**src/rtl/rx_cpl_host_mem_pkg.sv**
```systemverilog
// Shared TLP fmt_type codes, receive FSM state encodings and completion-decode helpers
// for the host-memory completion receiver.
package rx_cpl_host_mem_pkg;

    localparam logic [6:0] MRD32_FMT_TYPE = 7'b00_00000;
    localparam logic [6:0] MRD64_FMT_TYPE = 7'b01_00000;
    localparam logic [6:0] MWR32_FMT_TYPE = 7'b10_00000;
    localparam logic [6:0] MWR64_FMT_TYPE = 7'b11_00000;
    localparam logic [6:0] CPLD_FMT_TYPE  = 7'b10_01010;
    localparam logic [6:0] CPL_FMT_TYPE   = 7'b00_01010;

    localparam logic [2:0] CPL_STATUS_SC  = 3'b000;
    localparam logic [7:0] RREM_UPPER_DW  = 8'h0F;

    typedef enum logic [3:0] {
        ST_IDLE = 4'b0001,
        ST_HDR2 = 4'b0010,
        ST_DATA = 4'b0100,
        ST_DROP = 4'b1000
    } rx_state_e;

    typedef enum logic [1:0] {
        TLP_CPLD  = 2'd0,
        TLP_CPL   = 2'd1,
        TLP_MEM   = 2'd2,
        TLP_OTHER = 2'd3
    } tlp_kind_e;

    function automatic tlp_kind_e classify_tlp(input logic [6:0] fmt_type);
        tlp_kind_e kind;
        case (fmt_type)
            CPLD_FMT_TYPE:  kind = TLP_CPLD;
            CPL_FMT_TYPE:   kind = TLP_CPL;
            MRD32_FMT_TYPE,
            MRD64_FMT_TYPE,
            MWR32_FMT_TYPE,
            MWR64_FMT_TYPE: kind = TLP_MEM;
            default:        kind = TLP_OTHER;
        endcase
        return kind;
    endfunction

    // Remaining byte count equal to this TLP's payload means it closes the request;
    // length 0 (1024 DW) and byte_count 0 (4096 B) line up naturally.
    function automatic logic is_last_cpl(input logic [11:0] byte_count,
                                         input logic [9:0]  length);
        return (byte_count == {length, 2'b00});
    endfunction

endpackage

```
**src/rtl/rx_cpl_host_mem_if.sv**
```systemverilog
// TRN receive bus between the PCIe core (master) and the completion receiver (slave).
interface rx_cpl_host_mem_if;

    logic [63:0] trn_rd;
    logic [7:0]  trn_rrem_n;
    logic        trn_rsof_n;
    logic        trn_reof_n;
    logic        trn_rsrc_rdy_n;
    logic        trn_rdst_rdy_n;
    logic        trn_rerrfwd_n;
    logic        trn_rnp_ok_n;

    modport master (
        output trn_rd, trn_rrem_n, trn_rsof_n, trn_reof_n, trn_rsrc_rdy_n, trn_rerrfwd_n,
        input  trn_rdst_rdy_n, trn_rnp_ok_n
    );

    modport slave (
        input  trn_rd, trn_rrem_n, trn_rsof_n, trn_reof_n, trn_rsrc_rdy_n, trn_rerrfwd_n,
        output trn_rdst_rdy_n, trn_rnp_ok_n
    );

endinterface

```
**src/rtl/rx_cpl_host_mem_cpl_tag_offset.sv**
```systemverilog
// Per-tag qword write offset: 16 entries, combinational read, increment and clear.
// A clear on the same cycle as an increment wins.
module cpl_tag_offset #(
    parameter int ADDR_W = 13
) (
    input  logic              trn_clk,
    input  logic              reset_n,
    input  logic [3:0]        rd_tag,
    input  logic              inc,
    input  logic              clr,
    input  logic [3:0]        clr_tag,
    output logic [ADDR_W-5:0] rd_off
);

    localparam int OFF_W = ADDR_W - 4;

    logic [OFF_W-1:0] off_r [16];

    // Offset register file update
    always_ff @(posedge trn_clk or negedge reset_n) begin
        if (!reset_n) begin
            for (int i = 0; i < 16; i++) begin
                off_r[i] <= {OFF_W{1'b0}};
            end
        end else begin
            for (int i = 0; i < 16; i++) begin
                if (clr && (clr_tag == 4'(i))) begin
                    off_r[i] <= {OFF_W{1'b0}};
                end else if (inc && (rd_tag == 4'(i))) begin
                    off_r[i] <= off_r[i] + {{(OFF_W-1){1'b0}}, 1'b1};
                end
            end
        end
    end

    assign rd_off = off_r[rd_tag];

endmodule

```
**src/rtl/rx_cpl_host_mem.sv**
```systemverilog
// CplD receiver for our MRd64 requests: realigns 3DW-header payload into qwords,
// writes them into the buffer slot of the tag and flags request completion or errors.
module rx_cpl_host_mem
    import rx_cpl_host_mem_pkg::*;
#(
    parameter int ADDR_W = 13
) (
    input  logic               trn_clk,
    input  logic               reset_n,
    rx_cpl_host_mem_if.slave   trn,
    input  logic [15:0]        cfg_completer_id,
    input  logic               buf_wr_rdy,
    output logic               buf_wr_en,
    output logic [ADDR_W-1:0]  buf_wr_addr,
    output logic [63:0]        buf_wr_data,
    output logic               cpl_done,
    output logic [3:0]         cpl_done_tag,
    output logic               cpl_err
);

    localparam int OFF_W = ADDR_W - 4;

    rx_state_e        state_r;
    logic [3:0]       tag_r;
    logic [31:0]      carry_r;
    logic             last_r;
    logic             drop_err_r;
    logic             drop_first_r;

    logic             accept_s;
    logic             sof_s;
    logic             eof_s;
    logic             poison_s;
    logic             id_ok_s;
    logic             rrem_ok_s;
    logic             drop_keep_err_s;
    tlp_kind_e        kind_s;
    logic             wr_s;
    logic             clr_s;
    logic [3:0]       clr_tag_s;
    logic [OFF_W-1:0] off_s;

    assign trn.trn_rdst_rdy_n = ~(buf_wr_rdy & reset_n);
    assign trn.trn_rnp_ok_n   = 1'b0;

    assign accept_s  = ~trn.trn_rsrc_rdy_n & ~trn.trn_rdst_rdy_n;
    assign sof_s     = ~trn.trn_rsof_n;
    assign eof_s     = ~trn.trn_reof_n;
    assign poison_s  = ~trn.trn_rerrfwd_n;
    assign id_ok_s   = (trn.trn_rd[63:48] == cfg_completer_id);
    assign rrem_ok_s = (trn.trn_rrem_n == RREM_UPPER_DW);
    assign kind_s    = classify_tlp(trn.trn_rd[62:56]);

    // A dropped bad completion whose DW2 names another requester is not ours: stay silent.
    assign drop_keep_err_s = drop_err_r & ~(drop_first_r & ~id_ok_s);

    // Per-beat write and offset-clear decisions
    always_comb begin
        wr_s      = 1'b0;
        clr_s     = 1'b0;
        clr_tag_s = tag_r;
        if (accept_s) begin
            case (state_r)
                ST_HDR2: begin
                    clr_tag_s = trn.trn_rd[43:40];
                    clr_s     = id_ok_s & (eof_s | poison_s);
                end
                ST_DATA: begin
                    if (poison_s || (eof_s && !rrem_ok_s)) begin
                        clr_s = 1'b1;
                    end else begin
                        wr_s  = 1'b1;
                        clr_s = eof_s & last_r;
                    end
                end
                ST_DROP: begin
                    clr_tag_s = trn.trn_rd[43:40];
                    clr_s     = drop_first_r & drop_err_r & id_ok_s;
                end
                default: begin
                    wr_s  = 1'b0;
                    clr_s = 1'b0;
                end
            endcase
        end else begin
            wr_s  = 1'b0;
            clr_s = 1'b0;
        end
    end

    cpl_tag_offset #(
        .ADDR_W (ADDR_W)
    ) u_cpl_tag_offset (
        .trn_clk (trn_clk),
        .reset_n (reset_n),
        .rd_tag  (tag_r),
        .inc     (wr_s),
        .clr     (clr_s),
        .clr_tag (clr_tag_s),
        .rd_off  (off_s)
    );

    // Receive FSM with registered write port and status pulses
    always_ff @(posedge trn_clk or negedge reset_n) begin
        if (!reset_n) begin
            state_r      <= ST_IDLE;
            tag_r        <= 4'd0;
            carry_r      <= 32'd0;
            last_r       <= 1'b0;
            drop_err_r   <= 1'b0;
            drop_first_r <= 1'b0;
            buf_wr_en    <= 1'b0;
            buf_wr_addr  <= {ADDR_W{1'b0}};
            buf_wr_data  <= 64'd0;
            cpl_done     <= 1'b0;
            cpl_done_tag <= 4'd0;
            cpl_err      <= 1'b0;
        end else begin
            buf_wr_en <= wr_s;
            cpl_done  <= 1'b0;
            cpl_err   <= 1'b0;
            if (wr_s) begin
                buf_wr_addr <= {tag_r, off_s};
                buf_wr_data <= {trn.trn_rd[63:32], carry_r};
            end
            if (accept_s) begin
                case (state_r)
                    ST_IDLE: begin
                        if (sof_s) begin
                            last_r       <= is_last_cpl(trn.trn_rd[11:0], trn.trn_rd[41:32]);
                            drop_first_r <= 1'b1;
                            if (eof_s) begin
                                state_r <= ST_IDLE;
                            end else if ((kind_s == TLP_CPLD) &&
                                         (trn.trn_rd[15:13] == CPL_STATUS_SC) && !poison_s) begin
                                drop_err_r <= 1'b0;
                                state_r    <= ST_HDR2;
                            end else if ((kind_s == TLP_CPLD) || (kind_s == TLP_CPL)) begin
                                drop_err_r <= 1'b1;
                                state_r    <= ST_DROP;
                            end else begin
                                drop_err_r <= 1'b0;
                                state_r    <= ST_DROP;
                            end
                        end
                    end
                    ST_HDR2: begin
                        if (!id_ok_s) begin
                            drop_err_r   <= 1'b0;
                            drop_first_r <= 1'b0;
                            state_r      <= eof_s ? ST_IDLE : ST_DROP;
                        end else begin
                            tag_r   <= trn.trn_rd[43:40];
                            carry_r <= trn.trn_rd[31:0];
                            if (eof_s) begin
                                cpl_err <= 1'b1;
                                state_r <= ST_IDLE;
                            end else if (poison_s) begin
                                drop_err_r   <= 1'b1;
                                drop_first_r <= 1'b0;
                                state_r      <= ST_DROP;
                            end else begin
                                state_r <= ST_DATA;
                            end
                        end
                    end
                    ST_DATA: begin
                        carry_r <= trn.trn_rd[31:0];
                        if (poison_s) begin
                            if (eof_s) begin
                                cpl_err <= 1'b1;
                                state_r <= ST_IDLE;
                            end else begin
                                drop_err_r   <= 1'b1;
                                drop_first_r <= 1'b0;
                                state_r      <= ST_DROP;
                            end
                        end else if (eof_s) begin
                            state_r <= ST_IDLE;
                            if (rrem_ok_s) begin
                                cpl_done <= last_r;
                                if (last_r) begin
                                    cpl_done_tag <= tag_r;
                                end
                            end else begin
                                cpl_err <= 1'b1;
                            end
                        end
                    end
                    ST_DROP: begin
                        drop_first_r <= 1'b0;
                        drop_err_r   <= drop_keep_err_s;
                        if (eof_s) begin
                            cpl_err <= drop_keep_err_s;
                            state_r <= ST_IDLE;
                        end
                    end
                    default: begin
                        state_r <= ST_IDLE;
                    end
                endcase
            end
        end
    end

endmodule

```
**src/flat_wrapper.sv**
```systemverilog
// flat-port wrapper written by rule: the top's interface ports become plain ports
module rx_cpl_host_mem_flat import rx_cpl_host_mem_pkg::*;
#(
    parameter int ADDR_W = 13
)
  (trn_clk, reset_n, cfg_completer_id, buf_wr_rdy, buf_wr_en, buf_wr_addr, buf_wr_data, cpl_done, cpl_done_tag, cpl_err, trn_trn_rd, trn_trn_rrem_n, trn_trn_rsof_n, trn_trn_reof_n, trn_trn_rsrc_rdy_n, trn_trn_rerrfwd_n, trn_trn_rdst_rdy_n, trn_trn_rnp_ok_n);
  rx_cpl_host_mem_if trn_i ();
  input  logic trn_clk;
  input  logic reset_n;
  input  logic [15:0] cfg_completer_id;
  input  logic buf_wr_rdy;
  output logic buf_wr_en;
  output logic [ADDR_W-1:0] buf_wr_addr;
  output logic [63:0] buf_wr_data;
  output logic cpl_done;
  output logic [3:0] cpl_done_tag;
  output logic cpl_err;
  input wire logic [$bits(trn_i.trn_rd)-1:0] trn_trn_rd;
  input wire logic [$bits(trn_i.trn_rrem_n)-1:0] trn_trn_rrem_n;
  input wire logic [$bits(trn_i.trn_rsof_n)-1:0] trn_trn_rsof_n;
  input wire logic [$bits(trn_i.trn_reof_n)-1:0] trn_trn_reof_n;
  input wire logic [$bits(trn_i.trn_rsrc_rdy_n)-1:0] trn_trn_rsrc_rdy_n;
  input wire logic [$bits(trn_i.trn_rerrfwd_n)-1:0] trn_trn_rerrfwd_n;
  output wire logic [$bits(trn_i.trn_rdst_rdy_n)-1:0] trn_trn_rdst_rdy_n;
  output wire logic [$bits(trn_i.trn_rnp_ok_n)-1:0] trn_trn_rnp_ok_n;
  assign trn_i.trn_rd = trn_trn_rd;
  assign trn_i.trn_rrem_n = trn_trn_rrem_n;
  assign trn_i.trn_rsof_n = trn_trn_rsof_n;
  assign trn_i.trn_reof_n = trn_trn_reof_n;
  assign trn_i.trn_rsrc_rdy_n = trn_trn_rsrc_rdy_n;
  assign trn_i.trn_rerrfwd_n = trn_trn_rerrfwd_n;
  assign trn_trn_rdst_rdy_n = trn_i.trn_rdst_rdy_n;
  assign trn_trn_rnp_ok_n = trn_i.trn_rnp_ok_n;
  rx_cpl_host_mem #(.ADDR_W(ADDR_W)) u_core (.trn_clk(trn_clk), .reset_n(reset_n), .trn(trn_i), .cfg_completer_id(cfg_completer_id), .buf_wr_rdy(buf_wr_rdy), .buf_wr_en(buf_wr_en), .buf_wr_addr(buf_wr_addr), .buf_wr_data(buf_wr_data), .cpl_done(cpl_done), .cpl_done_tag(cpl_done_tag), .cpl_err(cpl_err));
endmodule
```
**config.mk**
```make
export PLATFORM = sky130hd
export DESIGN_NAME = rx_cpl_host_mem_flat
export DESIGN_NICKNAME = d
export VERILOG_FILES = /design/src/rtl/rx_cpl_host_mem_pkg.sv /design/src/rtl/rx_cpl_host_mem_if.sv /design/src/rtl/rx_cpl_host_mem_cpl_tag_offset.sv /design/src/rtl/rx_cpl_host_mem.sv /design/src/flat_wrapper.sv
export SDC_FILE = /design/constraint.sdc
export NUM_CORES = 1
export LEC_CHECK = 0
export CAP_MARGIN = 20
export CORE_AREA = 8 8 128 220
export DETAILED_ROUTE_END_ITERATION = 12
export DIE_AREA = 0 0 136 228
export GPL_TIMING_DRIVEN = 0
export PLACE_DENSITY = 0.81
export SKIP_LAST_GASP = 1
export SLEW_MARGIN = 30
export SYNTH_ARGS = -nofsm -noshare
export SYNTH_HDL_FRONTEND = slang
export SYNTH_SLANG_ARGS = --single-unit
```
**constraint.sdc**
```tcl
create_clock -name trn_clk -period 4.8 [get_ports trn_clk]
set_input_delay 0.72 -clock trn_clk [delete_from_list [all_inputs] [get_ports trn_clk]]
set_output_delay 0.72 -clock trn_clk [all_outputs]
set_load 0.01 [all_outputs]
```
==> results of run 1 <==
==> per-stage QoR <==
step	total power, mW	setup WS (ps)	cell area, um2
after floorplan	2.41	2270	14100
after global routing	4.71	1410	17200
final	4.59	1490	17200
after detailed placement	2.58	913	16400
after global placement	2.57	-9830	16300
after CTS	4.61	1450	17200
==> flip-flops by register name, indices dropped and copies added (netlist names) <==
register,cells
u_core.tag_r,4
u_core.carry_r,32
u_core.cpl_err,1
u_core.buf_wr_data,64
u_core.drop_first_r,1
u_core.buf_wr_en,1
u_core.cpl_done_tag,4
u_core.last_r,1
u_core.cpl_done,1
u_core.state_r,4
u_core.drop_err_r,1
u_core.buf_wr_addr,13
u_core.u_cpl_tag_offset.off_r,144
==> worst reg2reg max path: cells and delay by family (launching register included) <==
| family | cells | cell delay (ps) |
|---|---|---|
| buffers and inverters | 3 | 1140 |
| muxes | 2 | 990 |
| DFF | 1 | 350 |
| and+or+nand+nor | 2 | 220 |
==> cell usage after synthesis (all sizes together) (2+ instances only) <==
cell,number
dfrtp,270
a31oi,3
and3,15
and3b,3
a211oi,2
a32o,2
and4,7
nand2b,3
nand3,45
nand3b,3
nor2b,5
mux4,45
xor2,54
or3,3
ha,16
nor3,61
nor2,180
clkbuf,21
nand2,293
and2,6
a21oi,18
nand4,51
o32ai,2
or2,3
nor4b,4
xnor2,102
nor3b,5
buf,36
nor4,19
inv,15
mux2,41
mux2i,12
o21ai,8
==> area by class of cell <==
cell class | count | area (um2) | share of cell area [%]
plain buffers | 57 | 277 | 1.60
clock buffers | 34 | 719 | 4.17
clock inverters | 12 | 128 | 0.740
inverters | 15 | 56.3 | 0.327
multi-input cells | 1023 | 7000 | 40.6
flip-flops and latches | 271 | 6780 | 39.3
well taps | 316 | 395 | 2.29
repair buffers | 182 | 1880 | 10.9
==> layout by cell type (no fill, tap or decap), types with 4 or more instances in the layout <==
cell             instances
a21oi_1                 11
a21oi_2                  7
and2_1                   5
and3_1                  15
and4_1                   7
buf_1                    9
buf_2                   20
buf_4                    4
clkbuf_1                24
clkbuf_16               25
clkbuf_8                 6
clkdlybuf4s50_1        178
clkinv_2                 4
clkinvlp_4               4
dfrtp_1                270
ha_1                    16
inv_1                   15
mux2_2                  41
mux2i_1                 12
mux4_2                  45
nand2_1                293
nand3_1                 43
nand4_1                 51
nor2_1                 178
nor2b_1                  5
nor3_1                  37
nor3_2                   9
nor3_4                  15
nor4_1                  10
nor4_2                   7
o21ai_0                  8
xnor2_1                102
xor2_1                  54
==> logic make-up (layout without fill, tap and decap cells) <==
logic type      count (synthesis)  count (layout)  synth area share (%)
compound gates                 43              43                  2.25
xor+xnor                      156             156                  9.68
fa+ha+maj                      16              16                  1.42
buf+inv                        72             300                  2.36
flops                         271             271                  48.0
mux                            98              98                  11.3
other cells                     1               1                0.0266
simple gates                  709             709                  24.9
==> metal layers <==
| metal | vias to the layer above | track usage (%) | routed length (um) |
|---|---|---|---|
| met2 | 553 | 48.1 | 22100 |
| met1 | 5710 | 28.6 | 14200 |
| met3 | 139 | 4.78 | 3030 |
| met4 | 0 | 16.1 | 2510 |
| met5 | - | 0 | 0 |
| li1 | 5103 | - | - |
==> worst max path at each step <==
stage,startpoint,end,slack (ps)
floorplan,cfg_completer_id[10],u_core.carry_r[10],2270
global placement,reset_n,u_core.u_cpl_tag_offset.off_r[57],-9830
detailed placement,trn_trn_rd[58],u_core.carry_r[16],910
CTS,trn_trn_rd[58],u_core.carry_r[17],1450
global route,trn_trn_rd[58],u_core.carry_r[17],1410
finish,trn_trn_rd[58],u_core.carry_r[16],1490
==> power by group through the flow <==
stage	Clock (mW)	Sequential (mW)	Combinational (mW)
floorplan	0	2.34	0.0679
global placement	0	2.34	0.223
detailed placement	0	2.34	0.235
CTS	2.08	2.30	0.236
global route	2.16	2.30	0.253
finish	2.06	2.30	0.235
==> summary.txt, run 1 <==
Run status
  • Status: finished clean

STA
  • Final setup vio count: 0
  • Min Clock Period, post-route: 3310 ps
  • Final Skew: 18.1 ps
  • Worst-Margin Slew: 865 ps
  • Worst slew margin: 42.3%
  • Tcrit/Tclk final: 69.0%
  • RSZ-0062 raised after global routing: false
  • Setup_tns: 0 ps
  • Max Freq: 0.302 GHz
  • Final hold vios: 0
  • Slew Limit Fails: 0
  • Worst Hold Slack: 96.4 ps

Detailed routing
  • DR vias: 11500
  • Remaining antenna violation count after routing: 0
  • Via density: 6.02
  • Total routed wirelength: 41900 um
  • Pre-Repair DR Iteration Count: 6
  • DR DRC count: 0
  • 1st-iter DRT viols: 767
  • Routed length per placed instance: 21.9 um

Logic synthesis
  • Post-synthesis sequential area ratio: 48.0%
  • FFs w/ async S/R, synth: 100%
  • Synth top area cells: dfrtp_1 (48%), nand2_1 (7.8%), mux4_2 (7.2%)
  • Mapped Cells: 1366
  • Leading area contributor after synthesis: dfrtp_1
  • Mapped Area: 14100 um2
  • Syn nets: 1477
  • Area share of the largest cell type after synthesis: 47.9%
  • Distinct cells, synth: 64
  • Synth warnings: 0
  • Seq cells post-synth: 271
  • Syn_area_per_cell: 10.3 um2
  • Top_reg_cell synth: dfrtp_1
  • EDFF count, synth: 0

Clock tree
  • Clk slew on worst S/H paths: 60 ps
  • # hold bufs at CTS: 0
  • CTS buffer count: 25
  • Clock Latency Late Sink: 550 ps
  • PostCTS Resize Cnt: 0
  • Root Driver: clkbuf_16
  • Clock Sinks: 271
  • CTS tree: done
  • Max clock buf depth: 3
  • Post-CTS setup buffers: 0
  • Htree depth: 1

Cells and area
  • Area grow syn2layout: 22.1%
  • Nets: 1686
  • Fillers: 1862
  • Core Util, Final: 68.8%
  • Fraction of layout cells with a size suffix above 1: 13.5%
  • ANT cells: 0
  • Non-filler cells, final: 1910

Global routing
  • Largest net degree at the start of global routing: 88
  • Initial antenna violation count: 0
  • Grt total ovfl: 0
  • Vias in the first global route: 11700
  • First-pass GRT wire length: 65000 um
  • Global Route Usage Sum: 26.9%

Critical path
  • Crit path cell chain: clkdlybuf4s50_1 -> xnor2_1 -> nand4_1 -> nor4_4 -> a21oi_1 -> nor2_1 -> buf_2 -> mux2_2
  • FF-to-FF path depth: 7
  • Crit Path Category: in2reg
  • Worst EP required: 5230 ps
  • Largest incremental delay on the critical path: 560 ps
  • Critical-path maximum fanout: 10
  • Critical Path Stages: 8
  • Worst Setup End Kind: flop
  • R2r startpoint: u_core.tag_r[1]
  • R2r setup slk: 1990 ps
  • Buf/Inv on CP: 2
  • Slowest CP cell: clkdlybuf4s50_1
  • CP arrival: 3740 ps
  • Reg2reg end: u_core.buf_wr_addr[4]
  • CP top delay family: simple AND/OR/NAND/NOR gates
  • Element type at the critical path start: input port

Floorplanning
  • I/O Pins: 181
  • # rows: 77
  • Placeable core area: 25000 um2
  • DIE AREA: 31000 um2
  • Chip Width: 136 um
  • Die Ht: 228 um
  • Initial Util: 56.4%

Power
  • Int Pwr: 3.57 mW
  • Pleak: 7.80 nW
  • Comb pwr share: 5.1%
  • VDD IR max: 248 uV
  • Sequential power share: 50.1%
  • Clock power frac: 44.8%
  • Psw: 1.02 mW
  • Power per cell area: 266 nW/um2
  • Switching share of total power: 22.3%

Place
  • Hpwl dp: 31700 um
  • GPL Wtd Cong: 0.958
  • Number of port buffers: 179
  • Cells after DPL: 1864

Min path
  • Hold Crit Class: in2async

Job
  • Max-cap violations: 0
Note: power is estimated with default switching activity, not from simulation.
==> run 2, diff against run 1 <==
--- a/config.mk
+++ b/config.mk
@@ -6,11 +6,11 @@
 export NUM_CORES = 1
 export LEC_CHECK = 0
 export CAP_MARGIN = 20
-export CORE_AREA = 8 8 128 220
+export CORE_AREA = 8 8 135 232
 export DETAILED_ROUTE_END_ITERATION = 12
-export DIE_AREA = 0 0 136 228
+export DIE_AREA = 0 0 143 240
 export GPL_TIMING_DRIVEN = 0
-export PLACE_DENSITY = 0.81
+export PLACE_DENSITY = 0.77
 export SKIP_LAST_GASP = 1
 export SLEW_MARGIN = 30
 export SYNTH_ARGS = -nofsm -noshare
==> constraint.sdc (replaced) <==
create_clock -name trn_clk -period 3.04 [get_ports trn_clk]
set_input_delay 0.456 -clock trn_clk [delete_from_list [all_inputs] [get_ports trn_clk]]
set_output_delay 0.456 -clock trn_clk [all_outputs]
set_load 0.01 [all_outputs]
==> run 2 against run 1 <==
Net effect: via count barely moved; first-iteration DRC count rose by 13%; sequential share of layout area fell by 0.55 points; global-route usage fell by 1.5 points; utilization fell by 6.9 points; total power rose by 65%; non-clock buffer count rose by 5; clock skew rose by 13 ps; design area rose by 1.4%; critical path depth did not move; clock power rose by 72%; critical endpoint is now u_core.u_cpl_tag_offset.off_r[116].
==> summary.txt, run 2 (synthesized netlist as in run 1, its figures left out) <==
Critical path
  • Critical Path Start: u_core.tag_r[1]
  • Element type at the critical path start: flop
  • CP arrival: 3300 ps
  • R2r startpoint: u_core.tag_r[1]
  • Critical-path maximum fanout: 10
  • Setup crit end: u_core.u_cpl_tag_offset.off_r[116]
  • Reg2reg end: u_core.u_cpl_tag_offset.off_r[116]
  • Crit Path Category: reg2reg
  • Worst EP required: 3450 ps
  • R2r setup slk: 150 ps
  • FF-to-FF path depth: 8
  • Worst Setup End Kind: flop

Clock tree
  • CTS tree: done
  • Htree depth: 1
  • CTS buffer count: 25
  • Clock Latency Late Sink: 560 ps
  • Max clock buf depth: 3
  • Clk slew on worst S/H paths: 70 ps
  • Clock Sinks: 271
  • Post-CTS setup buffers: 0
  • Root Driver: clkbuf_16

STA
  • Worst slew margin: 36.5%
  • RSZ-0062 raised after global routing: false
  • Final Skew: 31.5 ps
  • Max Freq: 0.346 GHz
  • Worst-Margin Slew: 952 ps
  • Worst Hold Slack: 25.5 ps
  • Tcrit/Tclk final: 95.1%
  • Min Clock Period, post-route: 2890 ps
  • Slew Limit Fails: 0
  • Final hold vios: 0
  • Final setup vio count: 0

Floorplanning
  • # rows: 82
  • Placeable core area: 28200 um2
  • I/O Pins: 181
  • Die Ht: 240 um
  • Chip Width: 143 um
  • DIE AREA: 34300 um2
  • Initial Util: 50.0%

Cells and area
  • Nets: 1691
  • Fraction of layout cells with a size suffix above 1: 13.7%
  • FF/Latch Area: 6780 um2
  • Number of flip-flops under the largest register name: 144
  • Biggest regs: u_core.u_cpl_tag_offset.off_r (144), u_core.buf_wr_data (64), u_core.carry_r (32)
  • Non-filler cells, final: 1978
  • Multi-input gate area: 7000 um2
  • Area grow syn2layout: 23.9%
  • Fillers: 2258
  • Most frequent cells in the layout: nand2_1 (293), dfrtp_1 (270), clkdlybuf4s50_1 (178), nor2_1 (177), xnor2_1 (102)
  • Top reg by flops: u_core.u_cpl_tag_offset.off_r
  • Most common cell after layout, fill and taps aside: nand2_1

Detailed routing
  • DR DRC count: 0
  • Total routed wirelength: 43000 um
  • Remaining antenna violation count after routing: 0
  • Via density: 5.82
  • 1st-iter DRT viols: 866
  • Routed length per placed instance: 21.7 um
  • Pre-Repair DR Iteration Count: 5
  • DR vias: 11500

Global routing
  • Vias in the first global route: 12000
  • Initial antenna violation count: 1
  • Largest net degree at the start of global routing: 87
  • Grt total ovfl: 0
  • Global Route Usage Sum: 25.4%
  • First-pass GRT wire length: 67300 um

Min path
  • Hold Crit Class: in2async

Place
  • Hpwl dp: 32000 um
  • Number of port buffers: 179
  • Cells after DPL: 1926
  • GPL Wtd Cong: 0.940

Run status
  • Status: finished clean

Job
  • Max-cap violations: 0

Power
  • VDD IR max: 374 uV
  • Pleak: 7.89 nW
  • Power per cell area: 433 nW/um2
[run 2: power breakdown]
part           switching, mW  total [mW]  leakage, nW  internal (mW)
registers             0.0149        3.63         3.78           3.62
clock network           1.42        3.55        0.451           2.13
logic                  0.199       0.387         3.66          0.188
[run 2: area by class of cell]
| cell class | count | area share [%] |
|---|---|---|
| inverter | 15 | 0.322 |
| sequential | 271 | 38.8 |
| clock buffer | 33 | 3.98 |
| buffer | 57 | 1.59 |
| antenna | 1 | 0.0143 |
| multi-input combinational | 1023 | 40.1 |
| timing repair buffer | 187 | 11.2 |
| clock inverter | 13 | 1.29 |
| tap | 378 | 2.71 |
[run 2: worst min path at each step]
stage | cells past startpoint | to | start
2_1_floorplan | 0 | u_core.buf_wr_addr[0] | reset_n
3_3_place_gp | 2 | u_core.buf_wr_data[12] | u_core.carry_r[12]
3_5_place_dp | 1 | u_core.u_cpl_tag_offset.off_r[108] | reset_n
4_1_cts | 2 | u_core.state_r[0] | reset_n
5_1_grt | 2 | u_core.state_r[0] | reset_n
6_report | 2 | u_core.state_r[0] | reset_n
[run 2: per-layer routing]
layer	GRT usage [%]	up-vias	wire length [um]
met5	0	-	0
li1	-	5101	-
met3	4.97	181	3120
met2	46.0	543	22500
met4	17.2	0	3090
met1	25.6	5691	14300
[run 2: through the flow]
step / power (mW) / setup WS, ps / util, % / TNS (ps) / area [um2]
2_1_floorplan: 3.80 / 747 / - / 0 / 14100
3_3_place_gp: 4.06 / -11410 / 58.1 / -5637460 / 16400
3_5_place_dp: 4.07 / -584 / 58.4 / -97390 / 16500
4_1_cts: 7.60 / 4.98 / 62.0 / 0 / 17500
5_1_grt: 7.78 / 64.0 / 62.0 / 0 / 17500
6_report: 7.57 / 149 / 62.0 / 0 / 17500
[run 2: timing repair]
action	4_1_cts	5_1_grt
pin swaps	0	0
gates cloned	0	0
gates resized for setup	1	1
endpoints found under the hold margin	31	0
hold buffers	5	0
endpoints found under the setup margin	4	30
[run 2: worst max-delay path: stages (launching register included)]
cell      delay (ps)
dfrtp_1          360
buf_2            260
and2_1           160
clkbuf_1         550
nand3_1          210
nor4_1           650
nand4_1          290
xor2_1           210
nor2_1            60
